[src/rtl/line_clear_scanner_if.sv]
// Row-memory port between the line-clear scanner (master) and the playfield RAM (slave).
// The RAM returns row_rdata one cycle after a read address is presented.
interface line_clear_scanner_if #(
    parameter int WIDTH = 10,
    parameter int AW    = 5
);
    logic [AW-1:0]    row_addr;
    logic             row_we;
    logic [WIDTH-1:0] row_wdata;
    logic [WIDTH-1:0] row_rdata;

    modport master (
        output row_addr,
        output row_we,
        output row_wdata,
        input  row_rdata
    );

    modport slave (
        input  row_addr,
        input  row_we,
        input  row_wdata,
        output row_rdata
    );
endinterface

[src/rtl/line_clear_scanner.sv]
// Scans the playfield bottom-to-top, drops surviving rows over full ones, zero-fills the top
// and reports the number of cleared rows with a one-cycle done/hit pulse.
module line_clear_scanner #(
    parameter int WIDTH  = 10,
    parameter int HEIGHT = 20,
    parameter int AW     = 5
) (
    input  logic        clk,
    input  logic        rst_n,
    input  logic        start,
    output logic        busy,
    output logic        done,
    output logic        hit,
    output logic [1:0]  lineCount,
    output logic [2:0]  clear_count,
    line_clear_scanner_if.master mem
);

    localparam logic [2:0] S_IDLE = 3'd0;
    localparam logic [2:0] S_RD   = 3'd1;
    localparam logic [2:0] S_EV   = 3'd2;
    localparam logic [2:0] S_FILL = 3'd3;
    localparam logic [2:0] S_FIN  = 3'd4;

    localparam logic [AW-1:0] TOP_ROW  = AW'(HEIGHT - 1);
    localparam logic [AW-1:0] ROW_ZERO = {AW{1'b0}};

    logic [2:0]       state_q, state_d;
    logic [AW-1:0]    r_q, r_d;
    logic [AW-1:0]    w_q, w_d;
    logic [2:0]       cnt_q, cnt_d;
    logic             busy_q, busy_d;
    logic             done_q, done_d;
    logic             hit_q, hit_d;
    logic [1:0]       line_count_q, line_count_d;
    logic [2:0]       clear_count_q, clear_count_d;

    logic [AW-1:0]    row_addr_s;
    logic             row_we_s;
    logic [WIDTH-1:0] row_wdata_s;
    logic             row_full_s;

    assign row_full_s = &mem.row_rdata;

    // Next-state logic plus the memory port; the EV write depends on the word read this cycle.
    always_comb begin
        state_d     = state_q;
        r_d         = r_q;
        w_d         = w_q;
        cnt_d       = cnt_q;
        row_addr_s  = {AW{1'b0}};
        row_we_s    = 1'b0;
        row_wdata_s = {WIDTH{1'b0}};

        case (state_q)
            S_IDLE: begin
                if (start) begin
                    r_d     = TOP_ROW;
                    w_d     = TOP_ROW;
                    cnt_d   = 3'd0;
                    state_d = S_RD;
                end else begin
                    state_d = S_IDLE;
                end
            end
            S_RD: begin
                row_addr_s = r_q;
                state_d    = S_EV;
            end
            S_EV: begin
                if (row_full_s) begin
                    if (cnt_q != 3'd7) begin
                        cnt_d = cnt_q + 3'd1;
                    end else begin
                        cnt_d = cnt_q;
                    end
                end else begin
                    // Survivor is rewritten even when w == r so the datapath stays uniform.
                    row_we_s    = 1'b1;
                    row_addr_s  = w_q;
                    row_wdata_s = mem.row_rdata;
                    w_d         = w_q - {{(AW-1){1'b0}}, 1'b1};
                end
                if (r_q == ROW_ZERO) begin
                    if (cnt_d != 3'd0) begin
                        state_d = S_FILL;
                    end else begin
                        state_d = S_FIN;
                    end
                end else begin
                    r_d     = r_q - {{(AW-1){1'b0}}, 1'b1};
                    state_d = S_RD;
                end
            end
            S_FILL: begin
                row_we_s    = 1'b1;
                row_addr_s  = w_q;
                row_wdata_s = {WIDTH{1'b0}};
                if (w_q == ROW_ZERO) begin
                    state_d = S_FIN;
                end else begin
                    w_d     = w_q - {{(AW-1){1'b0}}, 1'b1};
                    state_d = S_FILL;
                end
            end
            S_FIN: begin
                state_d = S_IDLE;
            end
            default: begin
                state_d = S_IDLE;
            end
        endcase
    end

    // Status outputs are computed from the upcoming state so they register in step with it.
    always_comb begin
        busy_d        = (state_d == S_RD) || (state_d == S_EV) || (state_d == S_FILL);
        done_d        = (state_d == S_FIN);
        hit_d         = (state_d == S_FIN) && (cnt_d != 3'd0);
        line_count_d  = 2'd0;
        clear_count_d = clear_count_q;
        if (hit_d) begin
            if (cnt_d > 3'd3) begin
                line_count_d = 2'd3;
            end else begin
                line_count_d = cnt_d[1:0];
            end
        end else begin
            line_count_d = 2'd0;
        end
        if (state_d == S_FIN) begin
            clear_count_d = cnt_d;
        end else if ((state_q == S_IDLE) && start) begin
            clear_count_d = 3'd0;
        end else begin
            clear_count_d = clear_count_q;
        end
    end

    // State, pointers and registered status flops.
    always_ff @(posedge clk or negedge rst_n) begin
        if (!rst_n) begin
            state_q       <= S_IDLE;
            r_q           <= {AW{1'b0}};
            w_q           <= {AW{1'b0}};
            cnt_q         <= 3'd0;
            busy_q        <= 1'b0;
            done_q        <= 1'b0;
            hit_q         <= 1'b0;
            line_count_q  <= 2'd0;
            clear_count_q <= 3'd0;
        end else begin
            state_q       <= state_d;
            r_q           <= r_d;
            w_q           <= w_d;
            cnt_q         <= cnt_d;
            busy_q        <= busy_d;
            done_q        <= done_d;
            hit_q         <= hit_d;
            line_count_q  <= line_count_d;
            clear_count_q <= clear_count_d;
        end
    end

    assign busy          = busy_q;
    assign done          = done_q;
    assign hit           = hit_q;
    assign lineCount     = line_count_q;
    assign clear_count   = clear_count_q;
    assign mem.row_addr  = row_addr_s;
    assign mem.row_we    = row_we_s;
    assign mem.row_wdata = row_wdata_s;

endmodule

[src/flat_wrapper.sv]
// flat-port wrapper written by rule: the top's interface ports become plain ports
module line_clear_scanner_flat 
#(
    parameter int WIDTH  = 10,
    parameter int HEIGHT = 20,
    parameter int AW     = 5
)
  (clk, rst_n, start, busy, done, hit, lineCount, clear_count, mem_row_addr, mem_row_we, mem_row_wdata, mem_row_rdata);
  line_clear_scanner_if #(.WIDTH(WIDTH), .AW(AW)) mem_i ();
  input  logic clk;
  input  logic rst_n;
  input  logic start;
  output logic busy;
  output logic done;
  output logic hit;
  output logic [1:0] lineCount;
  output logic [2:0] clear_count;
  output wire logic [$bits(mem_i.row_addr)-1:0] mem_row_addr;
  output wire logic [$bits(mem_i.row_we)-1:0] mem_row_we;
  output wire logic [$bits(mem_i.row_wdata)-1:0] mem_row_wdata;
  input wire logic [$bits(mem_i.row_rdata)-1:0] mem_row_rdata;
  assign mem_row_addr = mem_i.row_addr;
  assign mem_row_we = mem_i.row_we;
  assign mem_row_wdata = mem_i.row_wdata;
  assign mem_i.row_rdata = mem_row_rdata;
  line_clear_scanner #(.WIDTH(WIDTH), .HEIGHT(HEIGHT), .AW(AW)) u_core (.clk(clk), .rst_n(rst_n), .start(start), .busy(busy), .done(done), .hit(hit), .lineCount(lineCount), .clear_count(clear_count), .mem(mem_i));
endmodule
[config.mk]
export PLATFORM = sky130hd
export DESIGN_NAME = line_clear_scanner_flat
export DESIGN_NICKNAME = d
export VERILOG_FILES = /design/src/rtl/line_clear_scanner_if.sv /design/src/rtl/line_clear_scanner.sv /design/src/flat_wrapper.sv
export SDC_FILE = /design/constraint.sdc
export NUM_CORES = 1
export LEC_CHECK = 0
export ABC_AREA = 1
export BUFFER_PORTS_ARGS = -buffer_cell sky130_fd_sc_hd__buf_2
export CORE_MARGIN = 5
export CORE_UTILIZATION = 52
export DETAILED_ROUTE_END_ITERATION = 7
export PLACE_DENSITY = 0.81
export SYNTH_ARGS = -nofsm -noshare
export SYNTH_HDL_FRONTEND = slang
export SYNTH_SLANG_ARGS = --single-unit
[constraint.sdc]
create_clock -name clk -period 2.1 [get_ports clk]
set_clock_uncertainty 0.15 [all_clocks]
set_input_delay 0.105 -clock clk [delete_from_list [all_inputs] [get_ports clk]]
set_output_delay 0.105 -clock clk [all_outputs]
set_load 0.01 [all_outputs]
==> summary.md, run 1 <==
| Metric | Value |
|---|---|
| Family with the most delay on the worst path | `flip-flops` |
| Die area | `4010 um^2` |
| # DRC | `0` |
| GRT Resource Usage Total | `15.2%` |
| Drt total wl | `2970 um` |
| F_max | `approximately 550 MHz` |
| Sequential element share of the synthesized area | `between 40 and 50%` |
| Distinct cells, synth | `28` |
| Crit path buf inv count | `3` |
| Reg-to-reg critical path startpoint | `u_core.r_q[1]$_DFFE_PN0P_` |
| Clk sink count | `24` |
| Inserted Clock Buffers | `3` |
| Starting Density | `a little over half` |
| Synthesized flop and latch total | `24` |
| Io pins | `37` |
| Post-CTS setup buffers | `0` |
| Commonest non-fill, non-tap cell in the layout | `nand2_1` |
| Gate power share | `52.7%` |
| Area Overhead vs Synth | `17.9%` |
| GP Congestion | `0.818` |
| Switching Share | `44.9%` |
| Cell Chain, Critical Path | `nand2_4 > inv_1 > o21ai_1 > inv_1 > nand2_1 > o21ai_1 > buf_2` |
| Max-Cap Viols | `0` |
| Leak pwr | `1.01 nW` |
| Status | `complete, no violations` |
| TritonCTS clock tree | `yes` |
| P_int | `1.02 mW` |
| Die Ht | `63.3 um` |
| Hold Buf Count CTS | `1` |
| Setup TNS | `0 ps` |
| First-pass GRT wire length | `5000 um` |
| Via count | `1289` |
| Synth Instances | `189` |
| Std-Cell Rows | `19` |
| Unrepaired setup endpoints after global routing | `false` |
| Final Core Density | `a little under two thirds` |
| HPWL after DPL | `2400 um` |
| CTS Buffer Depth | `2` |
| Net Switching | `831 uW` |
| Minimum clock period | `roughly 1800 ps` |
| Actual slew at the worst max-slew pin | `524 ps` |
| Top cell type's share of synthesized area | `40.6%` |
| Critical path data arrival time | `1570 ps` |
| Worst Setup SP | `u_core.state_q[1]$_DFF_PN0_` |
| Clk pin slew, worst setup/hold paths | `130 ps` |
| Final Hold Vio Count | `0` |
| Largest net degree at the start of global routing | `25` |
| Core Region | `between 2000 and 3000 um^2` |
| Crit-path max cell delay | `460 ps` |
| Worst setup EP type | `output pin` |
| Port Buffers | `36` |
| CTS root buf | `clkbuf_4` |
| Setup Viol. Count Final | `0` |
| Antenna violations before repair | `0` |
| Maximum level of the CTS H-tree | `1` |
| Fill cells | `between 200 and 250` |
| CTS resizes | `0` |
| Seq pwr share | `34.8%` |
| Power per standard cell area | `1060 nW/um^2` |
| Warnings, synthesis | `0` |
| Die width | `around 63 um` |
| GRT overflow | `0` |
| Period Utilization, post-route | `86.8%` |
| Skew-Pair Late Insertion Delay | `about 300 ps` |
| HP Start | `start` |
| CP required | `between 1500 and 2000 ps` |
| DRT iter0 DRCs | `51` |
| DR WL/cell | `11.4 um` |
| Most frequent cells in the layout | `nand2_1 (40), buf_2 (36), inv_1 (31)` |
| Ranking of synthesized cells by area | `dfrtp_1 (41%), nand2_1 (10%), inv_1 (7.9%)` |
| Vias per cell | `4.94` |
| Mapped Nets | `206` |
| Synth area leader | `dfrtp_1` |
| Detailed Routing Iterations Pass 1 | `4` |
| VDD IR max | `between 0.0008 and 0.0009 V` |
| Cell Area, Synth | `1480 um^2` |
| Critical setup path kind | `reg2out` |
| Syn_area_per_cell | `7.82 um^2` |
| Fraction of layout cells with a size suffix above 1 | `30.9%` |
| Slew HR | `65.1%` |
| Final ANT Viol Nets | `0` |
| Final Max Tran Viols | `0` |
| Worst-path fanout max | `6` |
| Clk pwr share | `12.6%` |
| Antenna Cells | `0` |
| Crit path launch type | `flop` |
| Final nets | `248` |
| CP max-delay cell | `dfrtp_1` |
| Hold Path Class | `in2reg` |
| Vias in the first global route | `1158` |
[final cells by class]
| cell class | count | area (um^2) | share of cell area (%) |
|---|---|---|---|
| tap | 31 | 38.8 | 2.22 |
| sequential | 24 | 601 | 34.4 |
| multi-input combinational | 127 | 736 | 42.2 |
| inverter | 38 | 143 | 8.18 |
| clock buffer | 4 | 36.3 | 2.08 |
| timing repair buffer | 37 | 190 | 10.9 |
[flip-flops by register name, summed over array words and instances, names as in the netlist]
name / flops
u_core.r_q: 5
u_core.w_q: 5
u_core.clear_count: 3
u_core.cnt_q: 3
u_core.state_q: 3
u_core.lineCount: 2
u_core.busy: 1
u_core.done: 1
u_core.hit: 1
[final timing paths]
kind                                                to  slack (ps)  cells past startpoint
hold reg to reg              u_core.r_q[4]$_DFFE_PN0P_         380                      2
setup reg to reg             u_core.r_q[4]$_DFFE_PN0P_         300                     11
setup / recovery                       mem_row_addr[4]         280                      7
min in group asynchronous  u_core.state_q[0]$_DFF_PN0_         170                      2
hold / removal               u_core.r_q[4]$_DFFE_PN0P_          40                      3
max in group asynchronous    u_core.w_q[4]$_DFFE_PN0P_        1280                      2
[per-layer routing]
layer	up-vias	wire (um)	track usage, %
met1	565	1320	20.1
met3	2	238	3.37
met2	37	1400	24.6
met4	0	21	4.42
li1	685	-	-
met5	-	0	0
[cells in the mapped netlist]
cell	number
nand2_1	40
inv_1	31
dfrtp_1	24
nor2_1	18
nand2_2	11
nand3_1	9
nand4_1	7
o21ai_1	6
inv_2	5
ha_1	4
nor2_4	4
o21ai_0	4
o22ai_1	4
a21oi_1	3
a22oi_1	2
clkinv_1	2
nand2_4	2
nor2_2	2
nor3_1	2
nand3_2	1
nand3_4	1
nand4_4	1
nor2_8	1
nor3_2	1
nor3b_1	1
nor3b_2	1
o211ai_1	1
o21ai_2	1
[power by group through the flow]
stage                     logic (mW)  registers (mW)  clock network, mW
final                          0.974           0.643              0.232
after global routing            1.10           0.660              0.263
after CTS                      0.980           0.644              0.243
after detailed placement       0.973           0.655                  0
after global placement         0.965           0.650                  0
after floorplan                0.695           0.649                  0
[worst reg2reg max path: stages, from the launching register on]
cell and delay, ps:
dfrtp_1 390, inv_1 150, ha_1 170, nand2_1 60, nor2_2 270, nor2_4 70, inv_2 90, nand2_2 60
nand2_2 80, clkinv_1 80, nand4_1 70, nand3_1 60
[kinds of logic (layout without fill, tap and decap cells)]
kind of cell | count (synthesis) | in the layout | synth area share (%)
AND/OR/NAND/NOR | 102 | 102 | 38.2
buffers and inverters | 38 | 79 | 9.64
AO/OA/AOI/OAI | 21 | 21 | 8.21
adder cells (fa/ha/maj) | 4 | 4 | 3.38
flip-flops | 24 | 24 | 40.6
[per-stage QoR]
step / setup WS, ps / hold slack, ps / total power, mW / cells / instance area (um^2)
after CTS: 260 / 29.6 / 1.87 / 261 / 1740
final: 277 / 39.2 / 1.85 / 261 / 1740
after detailed placement: 325 / -42.4 / 1.63 / 256 / 1700
after floorplan: 458 / -341 / 1.34 / 189 / 1480
after global placement: 331 / -42.3 / 1.61 / 256 / 1700
after global routing: 114 / 61.6 / 2.03 / 261 / 1740
Note: power is estimated with default switching activity, not from simulation.
==> inputs of run 2 (changes only) <==
--- a/config.mk
+++ b/config.mk
@@ -7,10 +7,12 @@
 export LEC_CHECK = 0
 export ABC_AREA = 1
 export BUFFER_PORTS_ARGS = -buffer_cell sky130_fd_sc_hd__buf_2
+export CELL_PAD_IN_SITES_DETAIL_PLACEMENT = 0
+export CELL_PAD_IN_SITES_GLOBAL_PLACEMENT = 1
 export CORE_MARGIN = 5
-export CORE_UTILIZATION = 52
+export CORE_UTILIZATION = 38
 export DETAILED_ROUTE_END_ITERATION = 7
-export PLACE_DENSITY = 0.81
+export PLACE_DENSITY = 0.82
 export SYNTH_ARGS = -nofsm -noshare
 export SYNTH_HDL_FRONTEND = slang
 export SYNTH_SLANG_ARGS = --single-unit
==> run 2 against run 1 <==
Net effect:
- count of clock-buffer cells in the layout shrank 1
- final area grew 1.5%
- die area grew 31%
- wire length grew 5.0%
- largest cell class unchanged
- final cell count grew 6.1%
- first-iteration DRC count shrank 24%
- clock power grew 15%
- largest power group unchanged
- highest routed layer unchanged
- critical path depth grew 4
- global-route usage shrank 2.4 points
- non-clock buffer count is the same
- sequential power grew 0.6%
==> summary.md, run 2 (same netlist as run 1, synthesis figures left out) <==
| Metric | Value |
|---|---|
| DRT iter0 DRCs | `39 (-24%)` |
| Final Max Tran Viols | `0 (unchanged)` |
| Family with the most delay on the worst path | `simple AND/OR/NAND/NOR gates` |
| Period Utilization, post-route | `86.0% (-0.78 points)` |
| Clk pin slew, worst setup/hold paths | `80 ps (-50 ps)` |
| Critical path data arrival time | `1800 ps (+230 ps)` |
| Most frequent cells in the layout | `nand2_1 (40), buf_2 (36), inv_1 (31)` |
| Area Overhead vs Synth | `19.7%` |
| Worst-path fanout max | `6 (unchanged)` |
| # DRC | `0 (unchanged)` |
| Port Buffers | `36 (unchanged)` |
| Largest net degree at the start of global routing | `25 (unchanged)` |
| Maximum level of the CTS H-tree | `1 (unchanged)` |
| Min-Delay Endpoint | `u_core.state_q[0]$_DFF_PN0_` |
| First-pass GRT wire length | `5430 um (+8.6%)` |
| Max-Cap Viols | `0 (unchanged)` |
| Die area | `5240 um^2 (+31%)` |
| Commonest non-fill, non-tap cell in the layout | `nand2_1` |
| DR WL/cell | `11.3 um (-1.0%)` |
| Reg-to-reg critical path startpoint | `u_core.r_q[0]$_DFFE_PN0P_` |
| GP Congestion | `0.806 (-1.5%)` |
| Vias per cell | `4.60 (-6.9%)` |
| Unrepaired setup endpoints after global routing | `false` |
| Final nets | `248 (unchanged)` |
| Fill cells | `369 (+57%)` |
| Regs by FF count | `u_core.r_q (5), u_core.w_q (5)` |
| Detailed Routing Iterations Pass 1 | `4 (unchanged)` |
| Placed cell areas | `1720 um^2 (+1.3%)` |
| Placed cells | `273 (+6.6%)` |
| Hold Buf Count CTS | `1 (unchanged)` |
| Io pins | `37 (unchanged)` |
| Inserted Clock Buffers | `3 (unchanged)` |
| Overall power | `1.89 mW (+2.0%)` |
| Drt total wl | `3120 um (+5.0%)` |
| Minimum clock period | `1810 ps (-16.5 ps)` |
| Std-Cell Rows | `22 (+3)` |
| Fraction of layout cells with a size suffix above 1 | `30.6% (-0.30 points)` |
| Cell Chain, Critical Path | `inv_1 > ha_1 > nand2_1 > nor2_2 > nor2_4 > inv_2 > nand2_2 > nand2_2 > clkinv_1 > nand4_1 > nand3_1` |
| Final Hold Vio Count | `0 (unchanged)` |
| Final ANT Viol Nets | `0 (unchanged)` |
| CP max-delay cell | `dfrtp_1` |
| Clk sink count | `24 (unchanged)` |
| Crit path depth | `11 (+4)` |
| CTS root buf | `clkbuf_8` |
| Starting Density | `39.8% (-14 points)` |
| Actual slew at the worst max-slew pin | `532 ps (+8.25 ps)` |
| Slew HR | `64.5% (-0.55 points)` |
| Leak pwr | `1.01 nW (about the same)` |
| CTS Buffer Depth | `2 (unchanged)` |
| Worst Reg2Reg Path Length in Cells | `11 (unchanged)` |
| WHS Path Cells | `3 (unchanged)` |
| Antenna violations before repair | `0 (unchanged)` |
| Skew-Pair Late Insertion Delay | `260 ps (-40 ps)` |
| Crit-path max cell delay | `370 ps (-90 ps)` |
| Critical Path Most Common Cell | `nand2_2` |
| Cell Count, Final, Fillers Out | `277 (+6.1%)` |
| Setup TNS | `0 ps (unchanged)` |
| HPWL after DPL | `2540 um (+5.9%)` |
| Post-CTS setup buffers | `0 (unchanged)` |
| Antenna Cells | `0 (unchanged)` |
| F_max | `554 MHz (+0.91%)` |
| Reg-to-reg slack, setup | `290 ps (about the same)` |
| GRT overflow | `0 (unchanged)` |
| Dpl ws | `300 ps (-25.3 ps)` |
| Power per standard cell area | `1070 nW/um^2 (+0.47%)` |
| Fin area | `1770 um^2 (+1.5%)` |
| Worst setup EP type | `flop` |
| Setup WS post-layout | `294 ps (+16.5 ps)` |
| Vias in the first global route | `1227 (+6.0%)` |
| TritonCTS clock tree | `yes` |
| Crit path buf inv count | `3 (unchanged)` |
| CP required | `2100 ps (+250 ps)` |
| Core Region | `3720 um^2 (+36%)` |
| Hold Path Class | `in2reg` |
| VDD IR max | `0.000402 V (-52%)` |
| Die width | `72.4 um (+14%)` |
| Status | `complete, no violations` |
| Critical setup path kind | `reg2reg` |
| Crit path launch type | `flop` |
| Die Ht | `72.4 um (+14%)` |
| GRT Resource Usage Total | `12.7% (-2.4 points)` |
| CTS resizes | `0 (unchanged)` |
| FF-to-FF End | `u_core.r_q[4]$_DFFE_PN0P_` |
| HP Start | `start` |
| Via count | `1273 (-1.2%)` |
| Setup Viol. Count Final | `0 (unchanged)` |
run 2: where the power goes:
group	internal (mW)	switching, mW
Combinational	0.341	0.631
Clock	0.128	0.139
Sequential	0.573	0.0742
run 2: worst reg2reg max path, stage by stage (launching register included):
cell and delay [ps]:
dfrtp_1 370, inv_1 150, ha_1 170, nand2_1 60, nor2_2 270, nor2_4 80
inv_2 90, nand2_2 60, nand2_2 80, clkinv_1 70, nand4_1 70, nand3_1 70
run 2: worst max path at each step:
stage	startpoint	end	slack [ps]
CTS	u_core.r_q[0]$_DFFE_PN0P_	u_core.r_q[4]$_DFFE_PN0P_	280
finish	u_core.r_q[0]$_DFFE_PN0P_	u_core.r_q[4]$_DFFE_PN0P_	290
global route	u_core.w_q[0]$_DFFE_PN0P_	u_core.w_q[2]$_DFFE_PN0P_	110
global placement	u_core.r_q[0]$_DFFE_PN0P_	u_core.r_q[4]$_DFFE_PN0P_	290
detailed placement	u_core.r_q[0]$_DFFE_PN0P_	u_core.r_q[4]$_DFFE_PN0P_	300
floorplan	u_core.r_q[0]$_DFFE_PN0P_	u_core.r_q[4]$_DFFE_PN0P_	460
run 2: through the flow:
stage	hold WS [ps]	utilization (%)
after floorplan	-341	-
after global placement	-26.6	46.3
after detailed placement	-26.6	46.3
after CTS	89.6	47.6
after global routing	116	47.6
final	90.0	47.6
run 2: final cells by class:
type                            instances  area (um^2)  area share (%)
Clock buffer                            3         41.3            2.33
Multi-Input combinational cell        127          736            41.6
Sequential cell                        24          601            33.9
Timing Repair Buffer                   37          190            10.7
Inverter                               38          143            8.06
Tap cell                               48         60.1            3.39
run 2: per-layer routing:
layer | share of wire (%) | wire length [um] | vias up | track usage [%]
met5 | 0 | 0 | - | 0
met4 | 1.3 | 40 | 0 | 3.69
met3 | 6.9 | 215 | 5 | 2.35
met2 | 45 | 1410 | 29 | 22.0
met1 | 47 | 1460 | 555 | 16.1
li1 | - | - | 684 | -
==> inputs of run 3 (changes only) <==
--- a/config.mk
+++ b/config.mk
@@ -5,14 +5,13 @@
 export SDC_FILE = /design/constraint.sdc
 export NUM_CORES = 1
 export LEC_CHECK = 0
-export ABC_AREA = 1
 export BUFFER_PORTS_ARGS = -buffer_cell sky130_fd_sc_hd__buf_2
 export CELL_PAD_IN_SITES_DETAIL_PLACEMENT = 0
 export CELL_PAD_IN_SITES_GLOBAL_PLACEMENT = 1
 export CORE_MARGIN = 5
 export CORE_UTILIZATION = 38
 export DETAILED_ROUTE_END_ITERATION = 7
-export PLACE_DENSITY = 0.82
+export PLACE_DENSITY = 0.81
 export SYNTH_ARGS = -nofsm -noshare
 export SYNTH_HDL_FRONTEND = slang
 export SYNTH_SLANG_ARGS = --single-unit
==> run 3 against run 2 <==
Net effect:
- the run now ends with negative setup slack left
- count of clock-buffer cells in the layout grew 1
- final cell count shrank 7.9%
- area after synthesis shrank 7.3%
- wire length grew 19%
- final area grew 8.6%
- worst setup slack lost 460 ps
- fmax shrank 20%
- sequential cell count is the same
- clock power shrank 7.5%
- total power grew 14%
==> summary.md, run 3 <==
| Metric | Value |
|---|---|
| Status | `finished with violations` |
| Failing checks | `negative setup slack` |
| Maximum level of the CTS H-tree | `1 (unchanged)` |
| Clk pwr share | `11.5% (-2.7 points)` |
| Period Utilization, post-route | `108% (+22 points)` |
| Crit path buf inv count | `1 (-2)` |
| Vias in the first global route | `1368 (+11%)` |
| Worst Setup SP | `u_core.w_q[1]$_DFFE_PN0P_` |
| GRT overflow | `0 (unchanged)` |
| Met2 Wirelength | `1960 um (+39%)` |
| Top Metal Used | `met4` |
| Synth area leader | `dfrtp_1` |
| Io pins | `37 (unchanged)` |
| F_max | `441 MHz (-20%)` |
| Critical setup path kind | `reg2reg` |
| # DRC | `0 (unchanged)` |
| Syn_area_per_cell | `9.33 um^2 (+19%)` |
| Crit-path max cell delay | `400 ps (+30 ps)` |
| Sequential element share of the synthesized area | `43.8% (+3.2 points)` |
| Port Buffers | `36 (unchanged)` |
| Leak pwr | `0.997 nW (-1.3%)` |
| Starting Density | `40.1% (+0.35 points)` |
| Worst-path fanout max | `2 (-4)` |
| Cell Area, Synth | `1370 um^2 (-7.3%)` |
| Cell Chain, Critical Path | `inv_1 > ha_2 > or3b_4 > or3_4 > a32oi_2 > nor2_2 > mux2_4` |
| Power per standard cell area | `1120 nW/um^2 (+4.9%)` |
| Worst Reg2Reg Path Length in Cells | `7 (-4)` |
| Reg-to-reg critical path startpoint | `u_core.w_q[1]$_DFFE_PN0P_` |
| Net Switching | `864 uW (+2.3%)` |
| Die Ht | `70.1 um (-3.2%)` |
| Metal3 WL | `117 um (-46%)` |
| Reg-to-reg slack, setup | `-170 ps (-460 ps)` |
| CP required | `2160 ps (+60 ps)` |
| DRT iter0 DRCs | `50 (+28%)` |
| Final ANT Viol Nets | `0 (unchanged)` |
| Minimum clock period | `2270 ps (+460 ps)` |
| Antenna Cells | `0 (unchanged)` |
| Largest net degree at the start of global routing | `25 (unchanged)` |
| Antenna violations before repair | `0 (unchanged)` |
| GRT Resource Usage Total | `15.5% (+2.8 points)` |
| Die width | `70.1 um (-3.2%)` |
| Fraction of layout cells with a size suffix above 1 | `41.6% (+11 points)` |
| Mapped Nets | `164 (-20%)` |
| Clk pin slew, worst setup/hold paths | `140 ps (+60 ps)` |
| Cell Count, Final, Fillers Out | `255 (-7.9%)` |
| CTS root buf | `clkbuf_4` |
| Final nets | `227 (-8.5%)` |
| Vias per cell | `4.98 (+8.3%)` |
| Most frequent cells in the layout | `buf_2 (36), buf_4 (25), dfrtp_1 (23)` |
| Clk sink count | `24 (unchanged)` |
| Crit path launch type | `flop` |
| Seq pwr share | `30.6% (-3.7 points)` |
| Critical path data arrival time | `2330 ps (+530 ps)` |
| Post-synth ARST share | `100% (unchanged)` |
| Post-synth top cells | `dfrtp_1 (24), nor2_1 (18), nand2_1 (13)` |
| Detailed Routing Iterations Pass 1 | `4 (unchanged)` |
| CP max-delay cell | `dfrtp_1` |
| Actual slew at the worst max-slew pin | `633 ps (+101 ps)` |
| Drt total wl | `3730 um (+19%)` |
| CTS Buffer Depth | `2 (unchanged)` |
| HPWL after DPL | `2860 um (+13%)` |
| Top cell type's share of synthesized area | `43.8% (+3.2 points)` |
| Switching Share | `40.2% (-4.6 points)` |
| Hold Path Class | `in2reg` |
| Warnings, synthesis | `0 (unchanged)` |
| Placed cells | `245 (-10%)` |
| Std-Cell Rows | `21 (-4.5%)` |
| First-pass GRT wire length | `6260 um (+15%)` |
| GP Congestion | `0.841 (+4.4%)` |
| Skew-Pair Late Insertion Delay | `320 ps (+60 ps)` |
| Min-Delay Endpoint | `u_core.r_q[2]$_DFFE_PN0P_` |
| Via count | `1269 (-0.31%)` |
| Family with the most delay on the worst path | `simple AND/OR/NAND/NOR gates` |
| Final Hold Vio Count | `0 (unchanged)` |
| Regs by FF count | `u_core.r_q (5), u_core.w_q (5)` |
| Area Overhead vs Synth | `40.2%` |
| Die area | `4910 um^2 (-6.3%)` |
| WHS Path Cells | `4 (+1)` |
| Setup Viol. Count Final | `4 (+4)` |
| Synth Instances | `147 (-22%)` |
| Max-Cap Viols | `0 (unchanged)` |
| P_int | `1.29 mW (+23%)` |
| Post-synth top flop | `dfrtp_1` |
| FF-to-FF End | `u_core.w_q[1]$_DFFE_PN0P_` |
| Met1 Routed Length | `1630 um (+12%)` |
| Inserted Clock Buffers | `3 (unchanged)` |
| TritonCTS clock tree | `yes` |
| Count leader, synth | `dfrtp_1` |
| Gate power share | `57.8% (+6.3 points)` |
| Dpl ws | `-145 ps (-444 ps)` |
| Post-synth EDFFs | `0 (unchanged)` |
| Unrepaired setup endpoints after global routing | `true` |
| HP Start | `start` |
| DR WL/cell | `14.6 um (+30%)` |
| Synthesized flop and latch total | `24 (unchanged)` |
| VDD IR max | `0.000376 V (-6.4%)` |
| Overall power | `2.15 mW (+14%)` |
| Slew HR | `57.3% (-7.2 points)` |
| Core Region | `3420 um^2 (-8.1%)` |
| Distinct cells, synth | `39 (+39%)` |
| Ranking of synthesized cells by area | `dfrtp_1 (44%), and2_1 (5.5%), nor2_1 (4.9%)` |
| Worst setup EP type | `flop` |
| Commonest non-fill, non-tap cell in the layout | `buf_2` |
| Final Max Tran Viols | `0 (unchanged)` |
| Setup WS post-layout | `-167 ps (-460 ps)` |
-- run 3: worst max-delay path by stage --
stage                           endpoint  slack, ps  cells after the start
5_1_grt        u_core.w_q[0]$_DFFE_PN0P_       -220                      7
3_3_place_gp   u_core.w_q[1]$_DFFE_PN0P_        -50                      7
2_1_floorplan  u_core.w_q[0]$_DFFE_PN0P_        -80                      7
6_report       u_core.w_q[1]$_DFFE_PN0P_       -170                      7
4_1_cts        u_core.w_q[1]$_DFFE_PN0P_       -140                      7
3_5_place_dp   u_core.w_q[1]$_DFFE_PN0P_       -140                      7
-- run 3: through the flow --
step	util [%]	instance area, um^2	hold WS (ps)	TNS, ps
finish	56.3	1920	74.2	-492
floorplan	-	1380	-341	-164
detailed placement	50.9	1740	-21.1	-857
global placement	50.9	1740	-38.5	-115
global route	56.3	1920	89.3	-925
CTS	53.5	1830	69.6	-376
-- run 3: cells by family (layout without fill, tap and decap cells) --
kind of cell    after synthesis  after routing  synth area share [%]
fa+ha+maj                     4              4                  3.65
buf+inv                      16             78                  5.38
flops                        24             24                  43.8
xor+xnor                      4              4                  2.55
mux                           6              6                  5.11
compound gates               25             25                  13.9
simple gates                 68             68                  25.6
-- run 3: tightest hold or removal path, delay by kind of cell --
family                 cells  cell delay, ps
buffers and inverters      1             130
AND/OR/NAND/NOR            3             280
-- run 3: cell type report --
class | instances | area, um^2
Fill cell | 325 | 1490
Multi-Input combinational cell | 107 | 797
Sequential cell | 24 | 602
Timing Repair Buffer | 63 | 389
Tap cell | 46 | 57.6
Inverter | 11 | 41.3
Clock buffer | 4 | 36.3
-- run 3: metal layers --
layer | vias up | track usage, %
li1 | 638 | -
met1 | 607 | 19.0
met2 | 22 | 28.1
met3 | 2 | 2.15
met4 | 0 | 4.47
met5 | - | 0
-- run 3: timing repair --
item,4_1_cts,5_1_grt
buffers inserted,2,3
endpoints found under the setup margin,14,23
endpoints found under the hold margin,24,0
resized for setup,7,14
hold buffers,1,0
pin swaps,2,8
-- run 3: power groups by stage --
| stage | logic, mW | clock network [mW] | registers, mW |
|---|---|---|---|
| final | 1.24 | 0.247 | 0.659 |
| after global routing | 1.38 | 0.277 | 0.670 |
| after CTS | 1.17 | 0.253 | 0.656 |
| after detailed placement | 1.12 | 0 | 0.664 |
| after global placement | 1.08 | 0 | 0.659 |
| after floorplan | 0.650 | 0 | 0.664 |
